### src/rtl/ulpb_pkg.sv
// Shared ULPB definitions: default message field widths and the tx-queue
// handshake state encoding.
package ulpb_pkg;

  localparam int ULPB_ADDR_WIDTH = 8;
  localparam int ULPB_DATA_WIDTH = 32;

  typedef enum logic [1:0] {
    TXQ_IDLE    = 2'd0,
    TXQ_REQ     = 2'd1,
    TXQ_RELEASE = 2'd2
  } txq_state_t;

endpackage

### src/rtl/ulpb_sync_fifo.sv
// Single-clock message FIFO with a separate occupancy counter and registered
// full/empty flags; a write while full is ignored and reported on drop.
module ulpb_sync_fifo
  import ulpb_pkg::*;
#(
  parameter int WIDTH = 40,
  parameter int DEPTH = 4
) (
  input  logic                     clk,
  input  logic                     rst,
  input  logic                     wr_en,
  input  logic [WIDTH-1:0]         wr_data,
  input  logic                     rd_en,
  output logic [WIDTH-1:0]         rd_data,
  output logic                     full,
  output logic                     empty,
  output logic [$clog2(DEPTH):0]   count,
  output logic                     drop
);

  localparam int PTR_W = $clog2(DEPTH);
  localparam int CNT_W = PTR_W + 1;
  localparam logic [CNT_W-1:0] FULL_CNT = CNT_W'(DEPTH);

  logic [WIDTH-1:0] mem [DEPTH];
  logic [PTR_W-1:0] wr_ptr;
  logic [PTR_W-1:0] rd_ptr;
  logic [CNT_W-1:0] count_nxt;
  logic             push;

  // full is the pre-edge flag, so a write coinciding with a pop while full is lost
  assign push    = wr_en & ~full;
  assign rd_data = mem[rd_ptr];

  always_comb begin
    count_nxt = count;
    case ({push, rd_en})
      2'b10:   count_nxt = count + CNT_W'(1);
      2'b01:   count_nxt = count - CNT_W'(1);
      default: count_nxt = count;
    endcase
  end

  always_ff @(posedge clk) begin
    if (rst) begin
      wr_ptr <= '0;
      rd_ptr <= '0;
      count  <= '0;
      full   <= 1'b0;
      empty  <= 1'b1;
      drop   <= 1'b0;
    end else begin
      drop  <= wr_en & full;
      count <= count_nxt;
      full  <= (count_nxt == FULL_CNT);
      empty <= (count_nxt == '0);
      if (push)  wr_ptr <= wr_ptr + PTR_W'(1);
      if (rd_en) rd_ptr <= rd_ptr + PTR_W'(1);
    end
  end

  always_ff @(posedge clk) begin
    if (push) mem[wr_ptr] <= wr_data;
  end

endmodule

### src/rtl/ulpb_tx_queue.sv
// Transmit queue feeding ulpb_node over the REQ_TX/ACK_TX four-phase handshake.
// Optional REQ abandonment timer is enabled with `define ULPB_TXQ_TIMEOUT_EN.
module ulpb_tx_queue
  import ulpb_pkg::*;
#(
  parameter int ADDR_WIDTH = ULPB_ADDR_WIDTH,
  parameter int DATA_WIDTH = ULPB_DATA_WIDTH,
  parameter int DEPTH      = 4,
  parameter int TIMEOUT    = 255
) (
  input  logic                   CLK,
  input  logic                   RESET,
  input  logic [ADDR_WIDTH-1:0]  WR_ADDR,
  input  logic [DATA_WIDTH-1:0]  WR_DATA,
  input  logic                   WR_EN,
  output logic                   FULL,
  output logic                   EMPTY,
  output logic [$clog2(DEPTH):0] COUNT,
  output logic                   DROP,
  output logic [ADDR_WIDTH-1:0]  ADDR_OUT,
  output logic [DATA_WIDTH-1:0]  DATA_OUT,
  output logic                   REQ_TX,
  input  logic                   ACK_TX,
  output logic                   SENT,
  output logic                   TIMEOUT_ERR
);

  localparam int MSG_W = ADDR_WIDTH + DATA_WIDTH;

  if (DEPTH < 2 || (DEPTH & (DEPTH - 1)) != 0 || TIMEOUT < 1) begin : g_bad_param
    $error("ulpb_tx_queue: DEPTH must be a power of two >= 2 and TIMEOUT >= 1");
  end

  txq_state_t       state;
  logic [MSG_W-1:0] head;
  logic             pop;
  logic             timeout_hit;

  ulpb_sync_fifo #(
    .WIDTH (MSG_W),
    .DEPTH (DEPTH)
  ) u_fifo (
    .clk     (CLK),
    .rst     (RESET),
    .wr_en   (WR_EN),
    .wr_data ({WR_ADDR, WR_DATA}),
    .rd_en   (pop),
    .rd_data (head),
    .full    (FULL),
    .empty   (EMPTY),
    .count   (COUNT),
    .drop    (DROP)
  );

  // head leaves the queue on acknowledge or on abandonment, never otherwise
  assign pop = (state == TXQ_REQ) && (ACK_TX || timeout_hit);

  always_ff @(posedge CLK) begin
    if (RESET) begin
      state    <= TXQ_IDLE;
      REQ_TX   <= 1'b0;
      SENT     <= 1'b0;
      ADDR_OUT <= '0;
      DATA_OUT <= '0;
    end else begin
      SENT <= 1'b0;
      case (state)
        TXQ_IDLE: begin
          if (!EMPTY && !ACK_TX) begin
            ADDR_OUT <= head[MSG_W-1:DATA_WIDTH];
            DATA_OUT <= head[DATA_WIDTH-1:0];
            REQ_TX   <= 1'b1;
            state    <= TXQ_REQ;
          end
        end
        TXQ_REQ: begin
          if (pop) begin
            REQ_TX <= 1'b0;
            SENT   <= ACK_TX;
            state  <= TXQ_RELEASE;
          end
        end
        TXQ_RELEASE: begin
          if (!ACK_TX) state <= TXQ_IDLE;
        end
        default: state <= TXQ_IDLE;
      endcase
    end
  end

`ifdef ULPB_TXQ_TIMEOUT_EN
  localparam int TMR_W = $clog2(TIMEOUT + 1);

  logic [TMR_W-1:0] tmr;

  // counter sits at zero outside REQ, so it is clear on every entry to REQ
  assign timeout_hit = (state == TXQ_REQ) && (tmr == TMR_W'(TIMEOUT - 1));

  always_ff @(posedge CLK) begin
    if (RESET) begin
      tmr         <= '0;
      TIMEOUT_ERR <= 1'b0;
    end else begin
      TIMEOUT_ERR <= timeout_hit && !ACK_TX;
      if (state != TXQ_REQ) tmr <= '0;
      else                  tmr <= tmr + TMR_W'(1);
    end
  end
`else
  assign timeout_hit = 1'b0;
  assign TIMEOUT_ERR = 1'b0;
`endif

endmodule

### config.mk
export PLATFORM = sky130hd
export DESIGN_NAME = ulpb_tx_queue
export DESIGN_NICKNAME = d
export VERILOG_FILES = /design/src/rtl/ulpb_pkg.sv /design/src/rtl/ulpb_sync_fifo.sv /design/src/rtl/ulpb_tx_queue.sv
export SDC_FILE = /design/constraint.sdc
export NUM_CORES = 1
export LEC_CHECK = 0
export CAP_MARGIN = 20
export CORE_MARGIN = 5
export CORE_UTILIZATION = 40
export DETAILED_ROUTE_END_ITERATION = 12
export PLACE_DENSITY = 0.66
export RECOVER_POWER = 25
export SLEW_MARGIN = 20
export SYNTH_ARGS = -nofsm -noshare
export SYNTH_HDL_FRONTEND = slang
export SYNTH_HIERARCHICAL = 1
export SYNTH_SLANG_ARGS = --single-unit
### constraint.sdc
create_clock -name CLK -period 3.8 [get_ports CLK]
set_clock_uncertainty 0.2 [all_clocks]
set_input_delay 1.14 -clock CLK [delete_from_list [all_inputs] [get_ports CLK]]
set_output_delay 1.14 -clock CLK [all_outputs]
set_load 0.02 [all_outputs]
==> out/qor.csv <==
stage,metric,value,unit
synth,syn-num-nets,507,
grt,grt_pass1_vias,4521,
floorplanning,dieArea,23800,µm²
job,drv_cap,0,
grt,grt_overflow,0,
synth,synth_edf_count,160,
power_and_ir_drop,p_comb_share,8.5,%
timing,period_share,83.6,%
route,wire_per_inst,18.3,µm
grt,grtUsageTotal,13.2,%
route,wirelength,15400,µm
clock_tree,postCtsHoldBufs,0,
cells_and_area,syn_to_final_growth,23.6,%
clock_tree,cts-resized-gates,0,
floorplanning,die_x,154,µm
placement,post-dp-hpwl,9370,µm
grt,grt_max_degree,42,
critical_path,critPathKind,in2reg,
synth,synthFlopType,edfxtp_1,
synth,synth_cell_types,34,
critical_path,r2r_cells,7,
critical_path,rr_endpoint,u_fifo/full,
clock_tree,cts_setup_buffers,0,
critical_path,startpoint_type,input pin,
clock_tree,clkSinkCount,216,
critical_path,cp-endpoint,u_fifo/full,
critical_path,slowest_stage,clkdlybuf4s50_1,
clock_tree,htreeDepth,1,
floorplanning,num_rows,52,
route,via_per_inst,4.89,
clock_tree,clock_latency,490,ps
critical_path,cp.required,4020,ps
power_and_ir_drop,p_per_area,536,nW/µm²
placement,io_buffers,91,
route,drc,0,
floorplanning,io_pins,93,
floorplanning,die_h,154,µm
floorplanning,core_region_area,20400,µm²
synth,syn_area,8330,µm²
clock_tree,cts_made_buffers,23,
route,drt-initial-drc-count,179,
grt,met3_usage,3.32,%
critical_path,crit_fanout,5,
timing,slew_headroom,44.2,%
timing,rsz0062_at_grt,no,
critical_path,end_kind,register,
clock_tree,cts_buffer_depth,3,
timing,fin_setup_tns,0,ps
route,antenna_left,0,
grt,met2_usage,23.3,%
timing,max_freq,315,MHz
critical_path,cp-startpoint,ACK_TX,
power_and_ir_drop,power_switching,1.16,mW
timing,finalSetupViolCount,0,
grt,grt.busiest_layer,met2,
timing,fin_crit,3180,ps
power_and_ir_drop,internal-power,4.36,mW
synth,synthCells,457,
critical_path,r2r-start,state[0],
critical_path,rrSetupSlack,1400,ps
power_and_ir_drop,peakVddDrop,340,µV
grt,grt_pass1_wl,24700,µm
synth,ys_ff_latch,216,
power_and_ir_drop,power_frac_seq,49.4,%
power_and_ir_drop,swShare,21.0,%
critical_path,cp_cell_sequence,"clkdlybuf4s50_1, and3b_2, ha_1, inv_1, fa_1, xor2_1, or3_4, a211oi_2",
power_and_ir_drop,leakage,3.35,nW
synth,ys_seq_area_share,71.1,%
synth,avgSynthCellArea,18.2,µm²
cells_and_area,nFillCells,1691,
synth,synthArstFlopShare,0,%
clock_tree,root_buffer,clkbuf_16,
timing,hold_viol_final,0,
cells_and_area,drive_gt1_share,16.5,%
clock_tree,cts_tree,done,
grt,antenna_found_initial,2,
route,firstDrtPassIters,4,
placement,post_dp_cell_area,9500,µm²
min_path,hold_path_class,reg2reg,
route,vias,4114,
power_and_ir_drop,pwr-share-clk,42.2,%
synth,yosysWarningCount,6,
grt,met1_usage,16.1,%
placement,gp_congestion,0.705,
cells_and_area,fin_nets,605,
critical_path,critPathMaxStageDelay,550,ps
cells_and_area,post-route-cell-area,10300,µm²
timing,tightestPinTransition,836,ps
cells_and_area,diodes,0,
floorplanning,initial_utilization,40.9,%
critical_path,cp_data_arrival_time,3390,ps
timing,slew_viol_final,0,
clock_tree,clk_pin_slew,60,ps
run_status,status,finished clean,
worst max-delay path, delay by kind of cell:
family | cells | cell delay (ps)
AOI/OAI and AO/OA | 1 | 210
xor gates and xnor gates | 1 | 190
adders and majority gates | 2 | 610
buffers and inverters | 2 | 620
and+or+nand+nor | 2 | 620
synth_stat cells, types with 2 or more instances:
cell      count  share of area (%)
a21oi_1       2               0.12
and2_1        5               0.38
and3_1        2               0.15
buf_12        4               0.96
buf_2         5               0.30
buf_6         5               0.68
clkbuf_1     11               0.50
dfxtp_1      56                 13
edfxtp_1    160                 58
ha_1          5               0.75
inv_1         9               0.41
mux2i_1      41                4.9
mux4_2       40                 11
nand2b_1     81                6.1
nor2_1        8               0.36
xnor2_1       2               0.21
xor2_1        4               0.42
layout make-up:
class	count	area, µm²	share of cell area, %
Clock buffer	27	591	5.73
Clock inverter	14	209	2.03
Inverter	9	33.8	0.328
Multi-Input combinational cell	206	2170	21.0
Sequential cell	216	5930	57.6
Tap cell	270	338	3.28
Timing Repair Buffer	99	1030	9.98
how the worst min path moves through the flow:
| stage | startpoint | to | slack, ps | cells after the start |
|---|---|---|---|---|
| detailed placement | ADDR_OUT[3] | ADDR_OUT[3] | 260 | 2 |
| CTS | DATA_OUT[13] | DATA_OUT[13] | 280 | 2 |
| global route | ADDR_OUT[1] | ADDR_OUT[1] | 290 | 2 |
| floorplan | u_fifo/rd_ptr[1] | register | 280 | 2 |
| global placement | DATA_OUT[17] | DATA_OUT[17] | 260 | 2 |
| finish | DATA_OUT[13] | DATA_OUT[13] | 270 | 2 |
flip-flops by register name (all words and copies together) (netlist names), named ones only:
name           cells
DATA_OUT          32
u_fifo/empty       1
u_fifo/full        1
ADDR_OUT           8
u_fifo/drop        1
u_fifo/wr_ptr      2
u_fifo/mem       160
state              2
u_fifo/count       3
u_fifo/rd_ptr      2
REQ_TX             1
SENT               1
power by group through the flow:
stage	combinational (mW)	sequential (mW)	clock, mW
floorplan	0.247	2.80	0
global placement	0.471	2.77	0
detailed placement	0.483	2.78	0
CTS	0.485	2.73	2.39
global route	0.507	2.74	2.50
finish	0.468	2.72	2.33
stage by stage:
step / utilization [%] / power [mW] / hold WS, ps / std cells / setup WS (ps)
detailed placement: 46.6 / 3.26 / 259 / 800 / 113
global placement: 46.6 / 3.24 / 258 / 800 / 189
CTS: 50.6 / 5.61 / 277 / 841 / 643
floorplan: - / 3.05 / 285 / 457 / 715
global route: 50.6 / 5.75 / 286 / 841 / 509
finish: 50.6 / 5.52 / 273 / 841 / 624
kinds of logic after synthesis:
| kind of cell | Yosys count | synth area share [%] |
|---|---|---|
| flip-flops | 216 | 71.1 |
| AND/OR/NAND/NOR | 103 | 7.76 |
| multiplexers | 81 | 15.7 |
| buffers and inverters | 35 | 2.93 |
| AO/OA/AOI/OAI | 9 | 0.796 |
| adder cells (fa/ha/maj) | 6 | 0.991 |
| XOR/XNOR | 6 | 0.631 |
| other | 1 | 0.0450 |
placed cells by master (no fill, tap or decap), types with 2 or more instances in the layout:
cell type,n
dfxtp_1,54
nand2b_1,81
mux2i_1,41
and2_2,4
clkinvlp_4,5
bufinv_16,5
xor2_1,4
xnor2_1,2
clkbuf_16,23
buf_4,3
clkdlybuf4s50_1,62
a21oi_1,2
and3_1,2
dfxtp_4,2
mux4_2,40
buf_12,5
inv_1,9
nor2_1,8
edfxtp_1,160
ha_1,5
clkbuf_1,4
clkinv_1,2
dlygate4sd3_1,28
routing by layer:
| layer | routed length (µm) | vias up |
|---|---|---|
| li1 | - | 1915 |
| met1 | 6280 | 2067 |
| met2 | 7880 | 95 |
| met3 | 827 | 33 |
| met4 | 346 | 4 |
| met5 | 21 | - |
No activity file was read; power rests on OpenSTA's default activity.
